===== src/rtl/nibble_deserializer.sv =====
// nibble_deserializer: rebuilds an MSG_SIZE-bit word from a stream of
// 4-bit nibbles, first nibble = most-significant nibble.
//
// Ports:
//   clk        in   clock, rising edge
//   rst        in   synchronous active-high reset
//   start      in   open a new frame (drops any partial assembly)
//   in_valid   in   in_nibble valid this cycle
//   in_nibble  in   4-bit data, MSB nibble first
//   msg_out    out  last completed word, held until next completion
//   msg_valid  out  one-cycle pulse when msg_out updates
//   busy       out  frame open (COLLECT)
//   nib_count  out  nibbles accepted in the current frame
//   frame_err  out  one-cycle pulse when start aborts a partial frame
module nibble_deserializer #(
    parameter int MSG_SIZE = 32
) (
    input  logic                             clk,
    input  logic                             rst,
    input  logic                             start,
    input  logic                             in_valid,
    input  logic [3:0]                       in_nibble,
    output logic [MSG_SIZE-1:0]              msg_out,
    output logic                             msg_valid,
    output logic                             busy,
    output logic [$clog2(MSG_SIZE/4):0]      nib_count,
    output logic                             frame_err
);

    localparam int NIBBLES = MSG_SIZE / 4;
    localparam int CW      = $clog2(NIBBLES) + 1;

    typedef enum logic {
        IDLE    = 1'b0,
        COLLECT = 1'b1
    } state_t;

    state_t              state_q, state_d;
    logic [MSG_SIZE-1:0] asm_q, asm_d;
    logic [MSG_SIZE-1:0] msg_q, msg_d;
    logic [CW-1:0]       cnt_q, cnt_d;
    logic                valid_q, valid_d;
    logic                err_q, err_d;

    logic                in_frame;
    logic                last_nib;
    logic [MSG_SIZE-1:0] shifted;

    assign in_frame = (state_q == COLLECT);
    assign last_nib = in_frame && in_valid && (cnt_q == CW'(NIBBLES - 1));
    assign shifted  = {asm_q[MSG_SIZE-5:0], in_nibble};

    always_comb begin
        state_d = state_q;
        asm_d   = asm_q;
        msg_d   = msg_q;
        cnt_d   = cnt_q;
        valid_d = 1'b0;
        err_d   = 1'b0;

        if (last_nib) begin
            // The final nibble always belongs to the open frame; a
            // coincident start only opens a fresh, empty frame.
            msg_d   = shifted;
            valid_d = 1'b1;
            asm_d   = '0;
            cnt_d   = '0;
            state_d = start ? COLLECT : IDLE;
        end else if (start) begin
            err_d   = in_frame && (cnt_q != '0);
            state_d = COLLECT;
            if (in_valid) begin
                asm_d = {{(MSG_SIZE-4){1'b0}}, in_nibble};
                cnt_d = CW'(1);
            end else begin
                asm_d = '0;
                cnt_d = '0;
            end
        end else if (in_frame && in_valid) begin
            asm_d = shifted;
            cnt_d = cnt_q + CW'(1);
        end
    end

    always_ff @(posedge clk) begin
        if (rst) begin
            state_q <= IDLE;
            asm_q   <= '0;
            msg_q   <= '0;
            cnt_q   <= '0;
            valid_q <= 1'b0;
            err_q   <= 1'b0;
        end else begin
            state_q <= state_d;
            asm_q   <= asm_d;
            msg_q   <= msg_d;
            cnt_q   <= cnt_d;
            valid_q <= valid_d;
            err_q   <= err_d;
        end
    end

    assign msg_out   = msg_q;
    assign msg_valid = valid_q;
    assign busy      = in_frame;
    assign nib_count = cnt_q;
    assign frame_err = err_q;

endmodule


===== config.mk =====
export PLATFORM = sky130hd
export DESIGN_NAME = nibble_deserializer
export DESIGN_NICKNAME = d
export VERILOG_FILES = /design/src/rtl/nibble_deserializer.sv
export SDC_FILE = /design/constraint.sdc
export NUM_CORES = 1
export LEC_CHECK = 0
export ABC_AREA = 1
export ABC_CLOCK_PERIOD_IN_PS = 2100
export CAP_MARGIN = 10
export CORE_UTILIZATION = 45
export DETAILED_ROUTE_END_ITERATION = 8
export PLACE_DENSITY = 0.71
export RECOVER_POWER = 100
export SYNTH_ARGS = -nofsm -noshare
export SYNTH_HDL_FRONTEND = slang
export SYNTH_SLANG_ARGS = --single-unit

===== constraint.sdc =====
create_clock -name clk -period 2.1 [get_ports clk]
set_input_delay 0.42 -clock clk [delete_from_list [all_inputs] [get_ports clk]]
set_output_delay 0.42 -clock clk [all_outputs]
set_load 0.01 [all_outputs]

==> results.json <==
{
  "drv_slew": 0,
  "rsz0062_at_grt": "no",
  "die-area_um2": 6090,
  "syn_inst": 321,
  "cts_buffers": 9,
  "synth_warnings": 0,
  "worst_pin_slew_ns": 0.464,
  "final_antenna_net_count": 0,
  "post-cts-setup-buffer-count": 0,
  "period_share_pct": 86.8,
  "worst_ep_required_time_ns": 1.68,
  "portBuffers": 46,
  "crit_chain": "dlygate4sd3_1",
  "grt_overflow_total": 0,
  "max_freq_mhz": 549,
  "hold_viol": 0,
  "p_seq_share_pct": 52.3,
  "first_pass_iters": 4,
  "ctsHoldBuffers": 0,
  "coreArea_um2": 5540,
  "clockBufferDepth": 2,
  "crit_slowest_cell": "dlygate4sd3_1",
  "ios": 47,
  "p_int_mw": 1.93,
  "tns_ns": 0,
  "vias": 2285,
  "finalWirelength_mm": 5.64,
  "htree_num_levels": 3,
  "track_usage_pct": 20.5,
  "cts_sinks": 67,
  "root_buffer": "clkbuf_8",
  "pwr-share-comb_pct": 5.1,
  "critical_path_arrival_ns": 1.40,
  "clk_pin_slew_ns": 0.07,
  "hold_path_class": "flop to flop",
  "grt_max_degree": 30,
  "crit_type": "flop to output port",
  "endpoint_kind": "output port",
  "path_delay_family": "buffers and inverters",
  "ys_ff_latch": 67,
  "yosys.area.top_type": "dfxtp_1",
  "ys_seq_area_share_pct": 51.5,
  "grt_pass1_vias": 2080,
  "critPathBufInv": 1,
  "viasPerCell": 5.17,
  "route.detailed.drc": 0,
  "drtIter0Drc": 148,
  "die_w_um": 78.1,
  "hpwl_mm": 3.80,
  "clock_skew_ns": 0.00535,
  "run_status": "finished clean",
  "clock_latency_ns": 0.33,
  "synth_area_per_cell_um2": 8.11,
  "switchingPower_uw": 537,
  "cap_violations": 0,
  "ys_types": 21,
  "area_growth_pct": 26.5,
  "total_leakage_power_nw": 1.46,
  "synth.top_cell.area_share_pct": 51.5,
  "max_stage_delay_ns": 0.64,
  "syn-num-nets": 331,
  "max_slew_margin_pct": 69.0,
  "p_sw_share_pct": 21.8,
  "nNetsFinal": 376,
  "peakVddDrop_mv": 0.405,
  "cts_resized": 0,
  "cts_tree": "done",
  "antenna_cells": 0,
  "yosys-top-cells-area": "dfxtp_1 52%, nand2_1 13%, nand3_1 10%",
  "path_max_fanout": 5,
  "start_util_pct": 47.0,
  "gp_congestion": 0.809,
  "avgRoutedWirePerCell_um": 12.8,
  "fin_util_pct": 59.4,
  "period_needed_ns": 1.82,
  "p_clk_share_pct": 42.6,
  "setup_viol": 0,
  "start_kind": "flop",
  "num_rows": 27,
  "die_height_um": 78.1,
  "grt_pass1_wl_mm": 9.85,
  "powerDensity_nw_per_um2": 749,
  "synth_area_um2": 2600,
  "antenna_found_initial": 0,
  "drive_gt1_share_pct": 8.92
}
stage by stage:
step	std cells	hold slack [ns]	power, mW	instance area [um2]	worst slack (ns)
after floorplan	321	0.438	1.40	2600	0.786
after global placement	427	0.452	1.45	3120	0.246
after detailed placement	427	0.456	1.45	3120	0.225
after CTS	442	0.467	2.49	3310	0.307
after global routing	442	0.481	2.58	3290	0.209
final	442	0.459	2.47	3290	0.277
cell usage after synthesis:
master,number
nand2_1,87
dfxtp_1,67
nand3_1,52
nand4_1,32
a21oi_1,29
buf_2,11
inv_1,9
buf_4,6
nor2_1,6
clkbuf_1,5
nand2_4,3
buf_6,2
ha_1,2
inv_2,2
o21ai_0,2
buf_1,1
nor2_2,1
nor2_4,1
nor2_8,1
nor3b_1,1
o21bai_1,1
worst paths after layout:
| kind | slack [ns] | endpoint | depth (start not counted) | startpoint |
|---|---|---|---|---|
| min | 0.46 | msg_out[24] | 2 | msg_out[24] |
| max reg2reg | 0.49 | nib_count[3] | 6 | nib_count[2] |
| max | 0.28 | nib_count[3] | 1 | nib_count[3] |
| min reg2reg | 0.46 | msg_out[24] | 2 | msg_out[24] |
final cells by class:
class | count | area [um2]
clock buffers | 13 | 159
repair buffers | 59 | 566
inverters | 11 | 41.3
flip-flops and latches | 67 | 1340
clock inverters | 2 | 35.0
well taps | 72 | 90.1
fillers | 556 | 2250
multi-input cells | 218 | 1060
power groups by stage:
| stage | logic (mW) | registers (mW) | clock network, mW |
|---|---|---|---|
| 3_5_place_dp | 0.130 | 1.32 | 0 |
| 4_1_cts | 0.131 | 1.29 | 1.07 |
| 5_1_grt | 0.140 | 1.29 | 1.15 |
| 6_report | 0.126 | 1.29 | 1.05 |
| 3_3_place_gp | 0.129 | 1.32 | 0 |
| 2_1_floorplan | 0.0850 | 1.32 | 0 |
registers in the layout, summed over array words and instances (netlist names):
| register | flops |
|---|---|
| msg_out | 32 |
| asm_q | 28 |
| nib_count | 4 |
| busy | 1 |
| frame_err | 1 |
| msg_valid | 1 |
metal layers:
| layer | wire [um] | part of all wire, % | vias to the layer above | GRT usage (%) |
|---|---|---|---|---|
| li1 | - | - | 1182 | - |
| met2 | 2540 | 45 | 58 | 30.4 |
| met1 | 2780 | 49 | 1037 | 28.3 |
| met4 | 81 | 1.4 | 0 | 9.63 |
| met3 | 246 | 4.4 | 8 | 4.42 |
| met5 | 0 | 0 | - | 0 |
logic make-up after synthesis:
kind of cell / share of synthesized area, %
simple gates: 34.1
flops: 51.5
buf+inv: 7.16
compound gates: 6.25
fa+ha+maj: 0.961
layout by cell type, fill, tap and decap left out, types with 3 or more instances in the layout:
| cell | Yosys | layout |
|---|---|---|
| clkbuf_8 | 0 | 11 |
| buf_4 | 6 | 10 |
| inv_2 | 2 | 3 |
| nand4_1 | 32 | 32 |
| nand3_1 | 52 | 52 |
| dfxtp_1 | 67 | 67 |
| a21oi_1 | 29 | 29 |
| inv_1 | 9 | 8 |
| nor2_1 | 6 | 6 |
| dlygate4sd3_1 | 0 | 40 |
| nand2_1 | 87 | 89 |
| clkdlybuf4s50_1 | 0 | 6 |
Note: power is estimated with default switching activity, not from simulation.
